### config.mk
export PLATFORM = sky130hd
export DESIGN_NAME = round_sequencer
export DESIGN_NICKNAME = d
export VERILOG_FILES = /design/src/rtl/round_sequencer.sv
export SDC_FILE = /design/constraint.sdc
export NUM_CORES = 1
export LEC_CHECK = 0
export CAP_MARGIN = 20
export CORE_MARGIN = 10
export CORE_UTILIZATION = 49
export CTS_BUF_LIST = sky130_fd_sc_hd__clkbuf_4 sky130_fd_sc_hd__clkbuf_8
export CTS_CLUSTER_SIZE = 12
export DETAILED_ROUTE_END_ITERATION = 6
export PLACE_DENSITY = 0.77
export SETUP_SLACK_MARGIN = 0.2
export SLEW_MARGIN = 20
export SYNTH_ARGS = -nofsm -noshare
export SYNTH_HDL_FRONTEND = slang
export SYNTH_SLANG_ARGS = --single-unit
### constraint.sdc
create_clock -name clk -period 2.3 [get_ports clk]
set_clock_uncertainty 0.2 [all_clocks]
set_input_delay 0.23 -clock clk [delete_from_list [all_inputs] [get_ports clk]]
set_output_delay 0.23 -clock clk [all_outputs]
set_load 0.02 [all_outputs]
### src/rtl/round_sequencer.sv
// round_sequencer: game-level controller that sequences play rounds.
//
// Each round is armed in PLAY and ends on a hit (B & FL & ~OB), an
// out-of-bounds ball (B & OB) or a tick timeout. A PAUSE of dead time
// follows every round that does not end the game. The score counter is
// driven with one-cycle score_pulse / clear_score strobes. Lives, win and
// loss are tracked here.
//
// Optional build macro BONUS_LIFE_EN: when defined, three consecutive hits
// restore one life (capped at LIVES). When undefined, lives only decrease.
//
// Ports:
//   clk          system clock
//   reset        asynchronous, active-high reset
//   start        single-cycle start/restart request (already synchronised)
//   tick         one-cycle timebase enable; timers advance only on tick
//   B, FL, OB    ball present / ball on floor target / ball out of bounds
//   score_pulse  one-cycle increment strobe to the score counter
//   clear_score  one-cycle reset strobe to the score counter
//   round_active high while in PLAY
//   round_num    hits so far this game
//   lives_left   remaining lives
//   game_won     sticky while in WON
//   game_over    sticky while in LOST
// All outputs are registered.

module round_sequencer #(
  parameter int unsigned WIN_ROUNDS  = 7,
  parameter int unsigned LIVES       = 3,
  parameter int unsigned ROUND_TICKS = 16,
  parameter int unsigned PAUSE_TICKS = 4
) (
  input  logic       clk,
  input  logic       reset,
  input  logic       start,
  input  logic       tick,
  input  logic       B,
  input  logic       FL,
  input  logic       OB,
  output logic       score_pulse,
  output logic       clear_score,
  output logic       round_active,
  output logic [2:0] round_num,
  output logic [1:0] lives_left,
  output logic       game_won,
  output logic       game_over
);

  localparam int unsigned MAX_TICKS = (ROUND_TICKS > PAUSE_TICKS) ? ROUND_TICKS : PAUSE_TICKS;
  localparam int unsigned TW        = $clog2(MAX_TICKS) + 1;

  localparam logic [TW-1:0] ROUND_LAST = TW'(ROUND_TICKS - 1);
  localparam logic [TW-1:0] PAUSE_LAST = TW'(PAUSE_TICKS - 1);
  localparam logic [TW-1:0] TIMER_ONE  = TW'(1);
  localparam logic [2:0]    WIN_NUM    = 3'(WIN_ROUNDS);
  localparam logic [1:0]    LIVES_NUM  = 2'(LIVES);

  typedef enum logic [2:0] {
    StIdle,
    StPlay,
    StPause,
    StWon,
    StLost
  } state_e;

  state_e        state_q;
  logic [TW-1:0] timer_q;

`ifdef BONUS_LIFE_EN
  logic [1:0] streak_q;
`endif

  logic       hit;
  logic       miss;
  logic [2:0] round_inc;
  logic [1:0] lives_dec;

  assign hit  = B & FL & ~OB;
  assign miss = (B & OB) | (tick & (timer_q == ROUND_LAST));

  // Saturating round count and non-underflowing lives.
  assign round_inc = (round_num == WIN_NUM) ? round_num : round_num + 3'd1;
  assign lives_dec = (lives_left == 2'd0) ? 2'd0 : lives_left - 2'd1;

  always_ff @(posedge clk or posedge reset) begin
    if (reset) begin
      state_q      <= StIdle;
      timer_q      <= '0;
      score_pulse  <= 1'b0;
      clear_score  <= 1'b0;
      round_active <= 1'b0;
      round_num    <= 3'd0;
      lives_left   <= LIVES_NUM;
      game_won     <= 1'b0;
      game_over    <= 1'b0;
`ifdef BONUS_LIFE_EN
      streak_q     <= 2'd0;
`endif
    end else begin
      // Strobes default low so each fires for exactly one cycle.
      score_pulse <= 1'b0;
      clear_score <= 1'b0;

      unique case (state_q)
        StIdle, StWon, StLost: begin
          if (start) begin
            state_q      <= StPlay;
            timer_q      <= '0;
            clear_score  <= 1'b1;
            round_active <= 1'b1;
            round_num    <= 3'd0;
            lives_left   <= LIVES_NUM;
            game_won     <= 1'b0;
            game_over    <= 1'b0;
`ifdef BONUS_LIFE_EN
            streak_q     <= 2'd0;
`endif
          end
        end

        StPlay: begin
          if (tick) begin
            timer_q <= timer_q + TIMER_ONE;
          end
          // Hit wins over a simultaneous timeout or out-of-bounds.
          if (hit) begin
            score_pulse  <= 1'b1;
            round_num    <= round_inc;
            timer_q      <= '0;
            round_active <= 1'b0;
`ifdef BONUS_LIFE_EN
            if (streak_q == 2'd2) begin
              streak_q <= 2'd0;
              if (lives_left != LIVES_NUM) begin
                lives_left <= lives_left + 2'd1;
              end
            end else begin
              streak_q <= streak_q + 2'd1;
            end
`endif
            if (round_inc == WIN_NUM) begin
              state_q  <= StWon;
              game_won <= 1'b1;
            end else begin
              state_q <= StPause;
            end
          end else if (miss) begin
            lives_left   <= lives_dec;
            timer_q      <= '0;
            round_active <= 1'b0;
`ifdef BONUS_LIFE_EN
            streak_q     <= 2'd0;
`endif
            if (lives_dec == 2'd0) begin
              state_q   <= StLost;
              game_over <= 1'b1;
            end else begin
              state_q <= StPause;
            end
          end
        end

        StPause: begin
          // Ball inputs and start are ignored; the pause only counts ticks.
          if (tick) begin
            if (timer_q == PAUSE_LAST) begin
              state_q      <= StPlay;
              timer_q      <= '0;
              round_active <= 1'b1;
            end else begin
              timer_q <= timer_q + TIMER_ONE;
            end
          end
        end

        default: begin
          state_q      <= StIdle;
          timer_q      <= '0;
          round_active <= 1'b0;
        end
      endcase
    end
  end

endmodule

Yosys cells after proc, flatten, opt, wreduce, memory -nomap -nowiden
Cells that the tools add are included.

word-level totals
  flip-flop bits (word level) = 18
  output and inout port bits = 10

cells by class
  add/subtract/negate cells = 3
  equality and inequality tests = 18
  mux-type cells = 42
  bitwise operators = 6
  reductions and logical operators = 11

operator list
  cell                                                                   count
  5-bit 2-to-1 mux                                                       6
  3-bit 2-to-1 mux                                                       9
  1-bit 2-to-1 mux                                                       16
  2-bit != test, second input constant                                   8
  5-bit one-hot mux with 3 select lines                                  1
  4-bit AND reduction                                                    3
  3-bit equality test, second input constant                             3
  3-bit one-hot mux with 3 select lines                                  1
  2-bit 2-to-1 mux                                                       4
  3-bit by 2-bit equality test with 1-bit output, second input constant  2
  3-bit one-hot mux with 2 select lines                                  1
  3-bit AND reduction                                                    2
  5-bit by 1-bit adder with 5-bit output, second input constant          1
  5-bit by 2-bit equality test with 1-bit output, second input constant  1
  5-bit by 4-bit equality test with 1-bit output, second input constant  1
  5-bit AND reduction                                                    1
  1-bit AND                                                              4
  2-bit zero test                                                        2
  4-bit != test, second input constant                                   1
  1-bit one-hot mux with 2 select lines                                  2
  2-bit one-hot mux with 2 select lines                                  1
  3-bit by 1-bit adder with 3-bit output, second input constant          1
  3-bit by 1-bit equality test with 1-bit output, second input constant  1
  3-bit zero test                                                        1
  other kinds (7)                                                        7

Depth between registers and ports, before layout
Gate-level depths: netlist of run 1.

  depth after elaboration = 7
  depth in mapped cells = 7
  gate-level depth less buffers = 7

Worst setup path after synthesis of run 1
Ideal clock, no wire load.

  path type = reg-to-reg
  from = register timer_q[0]
  to = register round_active
  setup time = 0.125 ns
  arrival = 2.025 ns
  data required time = 1.975 ns
  slack = -0.049 ns
  cell stages (with the launch flop) = 8
  buffers on the path = 0
  clock period less this slack = 2.349 ns
  cell sequence = dfrtp_1 -> ha_1 -> and3_1 -> ha_1 -> and2_1 -> o32ai_1 -> a21o_1 -> mux2_2

between the ends
  word-level cells in the longest chain between the ends = 5

ends and longest elaborated chain
  what                                            RTL line  source
  start, declared                                 67        logic [TW-1:0] timer_q;
  start signal, assigned                          123       timer_q <= timer_q + TIMER_ONE;
  start signal, assigned                          171       timer_q <= timer_q + TIMER_ONE;
  5-bit by 4-bit equality test with 1-bit output  79        assign miss = (B & OB) | (tick & (timer_q == ROUND_LAST));
  1-bit AND                                       79
  1-bit OR                                        79
  3-bit != test (no source line)                  --
  4-bit AND reduction (no source line) *          --
  end signal, assigned                            91        round_active <= 1'b0;
  end signal, assigned                            110       round_active <= 1'b1;
  end signal, assigned                            130       round_active <= 1'b0;
  end, declared                                   42        output logic round_active,

Mark *: on every way between the ends. The rest lies on a longest branch, timed or not.
A chain may end at the register's enable or synchronous reset.

Final worst setup path of run 1
  from = register timer_q[1]
  to = register timer_q[4]

between the ends
  word-level cells in the longest chain between the ends = 6

ends and longest elaborated chain
  what
  parallel branches: the longest is 6 deep, another holds 5-bit by 1-bit adder with 5-bit output

Parallel ways; which one is timed is not known. The select of a mux whose other input is x is not followed.

==> flow_metrics.env, run 1 <==
export IMPL_wl_mm=2.80
export IMPL_clkTransAtPathRegs_ps=100
export IMPL_synthTopCellsByArea="dfrtp_1 39%, dfstp_2 5.1%, ha_1 3.6%"
export IMPL_cts_root_buf="clkbuf_4"
export IMPL_vias_per_cell=5.85
export IMPL_yosysTopAreaCellShare_pct=38.6
export IMPL_gr_usage_met2_pct=20.7
export IMPL_grt_ovfl_total=0
export IMPL_drtIter0Drc=66
export IMPL_yosysUniqueCellTypes=44
export IMPL_status="finished clean"
export IMPL_num_vias=925
export IMPL_ff_latch_area_um2=454
export IMPL_tns_ps=0
export IMPL_seq_power_share_pct=31.3
export IMPL_ioPinCount=17
export IMPL_power_mw=1.70
export IMPL_area_growth_pct=39.0
export IMPL_multi_input_area_um2=644
export IMPL_post_dp_cell_area_mm2=0.00128
export IMPL_grt_pass1_vias=916
export IMPL_fp_row_count=16
export IMPL_clock_latency_ps=300
export IMPL_async_flop_share_pct=100
export IMPL_synth_top_area_cell="dfrtp_1"
export IMPL_drc_errors=0
export IMPL_core_area_mm2=0.00198
export IMPL_fin_crit_sh_pct=95.8
export IMPL_rsz0062_at_grt="true"
export IMPL_finalInstanceArea_mm2=0.00144
export IMPL_drtAntennaViolNets=0
export IMPL_slew_violations=0
export IMPL_die_area_mm2=0.00436
export IMPL_cts_buffer_depth=2
export IMPL_grt_pass1_wl_mm=4.24
export IMPL_p_per_area_mw_per_mm2=1180
export IMPL_antenna_found_initial=0
export IMPL_synth_cell_area_mm2=0.00104
export IMPL_relSlewSlack_pct=55.8
export IMPL_layout_setup_ws_ps=96.8
export IMPL_yosysSeqAreaShare_pct=43.7
export IMPL_cts_sinks=18
export IMPL_clkPwrFrac_pct=11.4
export IMPL_worst_r2r_cell_count=6
export IMPL_r2r_start="timer_q[1]$_DFFE_PP0P_"
export IMPL_num_antenna_cells=0
export IMPL_use_met1_pct=14.7
export IMPL_gp_congestion=0.782
export IMPL_r2r_end="timer_q[4]$_DFFE_PP0P_"
export IMPL_setup_viol=0
export IMPL_cap_viol_max_count=0
export IMPL_die_w_um=66.0
export IMPL_drive_gt1_share_pct=32.1
export IMPL_ys_warn_count=0
export IMPL_postCtsHoldBufs=0
export IMPL_grt_max_degree=19
export IMPL_finalNetCount=142
export IMPL_cp_data_arrival_time_ps=2230
export IMPL_avgSynthCellArea_um2=9.97
export IMPL_place_ws_ps=68.8
export IMPL_cp_start_kind="flop"
export IMPL_hold_path_class="in2async"
export IMPL_cp_required_ps=2330
export IMPL_worst_slew_pin_slew_ps=662
export IMPL_leakage_nw=0.586
export IMPL_rrSetupSlack_ps=100
export IMPL_clock_fmax_mhz=454
export IMPL_synth_edf_count=0
export IMPL_port_buffers=16
export IMPL_gr_usage_all_layers_pct=12.2
export IMPL_combPwrFrac_pct=57.3
export IMPL_synth_ff_type="dfrtp_1"
export IMPL_first_pass_iters=4
export IMPL_synth_ff_latch_count=18
export IMPL_hold_viol=0
export IMPL_post_route_min_period_ps=2200
export IMPL_p_int_mw=0.990
export IMPL_place_detailed_hpwl_mm=1.86
export IMPL_avgRoutedWirePerCell_um=17.7
export IMPL_path_class="reg2reg"
export IMPL_grt_busiest_layer="met2"
export IMPL_synth_cells=104
export IMPL_crit_path_max_fanout=5
export IMPL_ir_worst_vdd_mv=0.995
export IMPL_endpoint="timer_q[4]$_DFFE_PP0P_"
export IMPL_synth_nets=114
export IMPL_power_switching_mw=0.715
export IMPL_start_util_pct=52.3
export IMPL_grt_use_met3_pct=3.73
export IMPL_n_fill_cell=125
export IMPL_crit_start="timer_q[1]$_DFFE_PP0P_"
export IMPL_cts_tree="yes"
export IMPL_cp_end_kind="flop"
export IMPL_sw_frac_of_total_pct=41.9
export IMPL_cts_max_level=1
export IMPL_die_h_um=66.0
export IMPL_cts_buffers=3
-- cells in the mapped netlist, types with 3 or more instances --
cell type	instances
dfrtp_1	16
inv_1	9
nand2_1	7
o21ai_0	7
nand2b_1	5
a21oi_1	3
ha_1	3
nor3_1	3
o2bb2ai_1	3
o31ai_1	3
or2_2	3
-- logic make-up after synthesis --
| logic type | after synthesis | share of synthesized area, % |
|---|---|---|
| AOI/OAI and AO/OA | 33 | 23.8 |
| xor gates and xnor gates | 1 | 0.845 |
| adders and majority gates | 3 | 3.62 |
| buffers and inverters | 12 | 4.70 |
| DFF | 18 | 43.7 |
| muxes | 3 | 3.02 |
| and+or+nand+nor | 34 | 20.4 |
-- worst max-delay path, cell delays in order, from the launching register on --
cell and delay, ps:
dfrtp_1 400, ha_2 190, and3_4 180, ha_4 150, or4b_4 510, a211o_4 380, o2bb2ai_2 120
-- through the flow --
step / util [%] / cells / hold slack, ps
global placement: 64.4 / 146 / 281
global route: 72.7 / 158 / 171
floorplan: - / 104 / -32.9
finish: 72.7 / 158 / 113
detailed placement: 64.4 / 146 / 287
CTS: 68.6 / 154 / 141
-- routing by layer --
| metal | wire length [um] | vias up |
|---|---|---|
| met5 | 0 | - |
| met4 | 31 | 0 |
| met3 | 119 | 5 |
| met2 | 1430 | 20 |
| met1 | 1220 | 462 |
| li1 | - | 438 |
-- state kept, by name, indices dropped and copies added, names as in the netlist --
signal	cells
game_over	1
clear_score	1
round_num	3
state_q	3
game_won	1
score_pulse	1
round_active	1
lives_left	2
timer_q	5
-- how the worst min path moves through the flow --
stage / from / endpoint / cells after the start
after floorplan: reset / clear_score$_DFF_PP0_ / 1
after global placement: game_over$_DFFE_PP0P_ / game_over$_DFFE_PP0P_ / 1
after detailed placement: game_won$_DFFE_PP0P_ / game_won$_DFFE_PP0P_ / 1
after CTS: reset / timer_q[3]$_DFFE_PP0P_ / 2
after global routing: reset / game_won$_DFFE_PP0P_ / 2
final: reset / timer_q[3]$_DFFE_PP0P_ / 2
-- cell usage in the layout, fill, tap and decap left out, types with 2 or more instances in the layout --
cell type / n
nand2b_1: 5
buf_4: 9
o22ai_2: 2
dfstp_2: 2
o21ai_0: 7
inv_1: 9
a21oi_1: 3
clkdlybuf4s50_1: 16
a22o_1: 2
nor2b_1: 2
nor3_2: 2
nand2_1: 7
o2bb2ai_2: 2
clkbuf_4: 3
mux2i_1: 2
nor2_1: 2
o31ai_1: 3
or2_2: 3
nor3_1: 2
dfrtp_1: 15
-- power groups by stage --
stage                     logic, mW  clock network (mW)  registers (mW)
after floorplan               0.550                   0           0.539
after global placement        0.774                   0           0.530
after detailed placement      0.791                   0           0.534
after CTS                     0.852               0.200           0.526
after global routing           1.04               0.210           0.549
final                         0.976               0.195           0.534
-- area by class of cell --
class,instances,share of cell area [%]
Multi-Input combinational cell,74,44.7
Inverter,9,2.34
Sequential cell,18,31.5
Timing Repair Buffer,26,16.6
Clock buffer,4,2.52
Tap cell,27,2.34
-- repair_timing --
action	in CTS	in global routing
buffers inserted	4	4
resized for setup	2	10
endpoints found under the hold margin	0	0
pin swaps	9	7
endpoints found under the setup margin	9	10
Note: power is estimated with default switching activity, not from simulation.
==> run 2: changes to the inputs <==
--- a/config.mk
+++ b/config.mk
@@ -11,6 +11,7 @@
 export CTS_BUF_LIST = sky130_fd_sc_hd__clkbuf_4 sky130_fd_sc_hd__clkbuf_8
 export CTS_CLUSTER_SIZE = 12
 export DETAILED_ROUTE_END_ITERATION = 6
+export GPL_TIMING_DRIVEN = 0
 export PLACE_DENSITY = 0.77
 export SETUP_SLACK_MARGIN = 0.2
 export SLEW_MARGIN = 20
==> flow_metrics.env, run 2 (synthesis gave the netlist of run 1 again) <==
export IMPL_status="finished clean"
export IMPL_first_pass_iters=4
export IMPL_tns_ps=0
export IMPL_worst_r2r_cell_count=6
export IMPL_cts_sinks=18
export IMPL_fp_row_count=16
export IMPL_cp_end_kind="flop"
export IMPL_cts_buffer_depth=2
export IMPL_power_mw=1.71
export IMPL_hold_path_class="in2async"
export IMPL_antenna_found_initial=0
export IMPL_cts_max_level=1
export IMPL_grt_ovfl_total=0
export IMPL_clock_latency_ps=290
export IMPL_cap_viol_max_count=0
export IMPL_drtAntennaViolNets=0
export IMPL_utilization_pct=72.5
export IMPL_top_register="timer_q"
export IMPL_rrSetupSlack_ps=50
export IMPL_wl_mm=2.52
export IMPL_post_route_min_period_ps=2250
export IMPL_sw_frac_of_total_pct=41.5
export IMPL_cp_start_kind="flop"
export IMPL_largest_reg_flops=5
export IMPL_layout_cells_non_filler=157
export IMPL_place_ws_ps=45.4
export IMPL_cp_data_arrival_time_ps=2280
export IMPL_start_util_pct=52.3
export IMPL_p_int_mw=0.998
export IMPL_relSlewSlack_pct=55.0
export IMPL_die_w_um=66.0
export IMPL_crit_path_max_fanout=5
export IMPL_die_h_um=66.0
export IMPL_clkTransAtPathRegs_ps=100
export IMPL_hold_viol=0
export IMPL_cts_buffers=3
export IMPL_num_vias=914
export IMPL_drive_gt1_share_pct=30.8
export IMPL_whs_ps=133
export IMPL_clkPwrFrac_pct=11.3
export IMPL_setup_viol=0
export IMPL_avgRoutedWirePerCell_um=16.1
export IMPL_gr_usage_all_layers_pct=11.8
export IMPL_place_detailed_hpwl_mm=1.81
export IMPL_rsz0062_at_grt="true"
export IMPL_p_per_area_mw_per_mm2=1190
export IMPL_postCtsHoldBufs=0
export IMPL_grt_max_degree=19
export IMPL_fin_crit_sh_pct=97.8
export IMPL_r2r_start="timer_q[0]$_DFFE_PP0P_"
export IMPL_core_area_mm2=0.00198
export IMPL_cp_required_ps=2330
export IMPL_finalInstanceArea_mm2=0.00144
export IMPL_grt_pass1_vias=970
export IMPL_vias_per_cell=5.82
export IMPL_clock_fmax_mhz=444
export IMPL_path_class="reg2reg"
export IMPL_r2r_end="timer_q[0]$_DFFE_PP0P_"
export IMPL_gp_congestion=0.833
export IMPL_cts_root_buf="clkbuf_4"
export IMPL_drc_errors=0
export IMPL_top_regs="timer_q (5), round_num (3), state_q (3)"
export IMPL_finalNetCount=141
export IMPL_post_dp_cell_area_mm2=0.00128
export IMPL_layout_common_cells="16 x dfrtp_1, 16 x clkdlybuf4s50_1, 9 x inv_1"
export IMPL_num_antenna_cells=0
export IMPL_power_switching_mw=0.708
export IMPL_ioPinCount=17
export IMPL_drtIter0Drc=40
export IMPL_cts_tree="yes"
export IMPL_slew_violations=0
export IMPL_area_growth_pct=38.6
export IMPL_ir_worst_vdd_mv=0.771
export IMPL_grt_pass1_wl_mm=4.18
export IMPL_port_buffers=16
export IMPL_combPwrFrac_pct=60.9
export IMPL_worst_slew_pin_slew_ps=674
export IMPL_die_area_mm2=0.00436
export IMPL_dpl_cell_count=147
export IMPL_leakage_nw=0.582
export IMPL_layout_setup_ws_ps=50.0
export IMPL_seq_power_share_pct=27.8
run 2: layer usage:
layer  vias to the layer above  track usage, %  wire (um)
met5                         -               0          0
met4                         0            3.14          8
met3                         2            4.41        130
met2                        10            20.3       1240
met1                       463            13.4       1150
li1                        439               -          -
run 2: critical path, cell delays in order, from the launching register on:
cell and delay (ps):
dfrtp_1 400, ha_2 200, and3_4 180, ha_4 150, or4b_4 510, a211o_4 400
o21ai_2 140
run 2: power groups by stage:
stage	combinational (mW)	sequential [mW]	clock [mW]
final	1.04	0.475	0.193
after global routing	1.13	0.489	0.212
after CTS	0.948	0.472	0.198
after detailed placement	0.861	0.479	0
after global placement	0.840	0.480	0
after floorplan	0.550	0.539	0
run 2: layout make-up:
type	count	area [um^2]
Tap cell	27	33.8
Timing Repair Buffer	22	209
Multi-Input combinational cell	74	657
Clock buffer	4	36.3
Fill cell	137	544
Inverter	9	33.8
Sequential cell	18	453
Buffer	3	15.0
run 2: worst max path at each step:
stage,slack (ps),depth (start not counted),to,start
after floorplan,180,7,round_active$_DFFE_PP0P_,timer_q[0]$_DFFE_PP0P_
after global placement,50,5,timer_q[1]$_DFFE_PP0P_,OB
after detailed placement,50,5,timer_q[1]$_DFFE_PP0P_,OB
after CTS,110,6,timer_q[1]$_DFFE_PP0P_,timer_q[1]$_DFFE_PP0P_
after global routing,-20,6,timer_q[0]$_DFFE_PP0P_,timer_q[0]$_DFFE_PP0P_
final,50,6,timer_q[0]$_DFFE_PP0P_,timer_q[0]$_DFFE_PP0P_
run 2: repair_timing:
action	in CTS	in global routing
setup endpoints to repair	10	10
buffers inserted	5	1
gates resized for setup	3	9
pin swaps	5	7
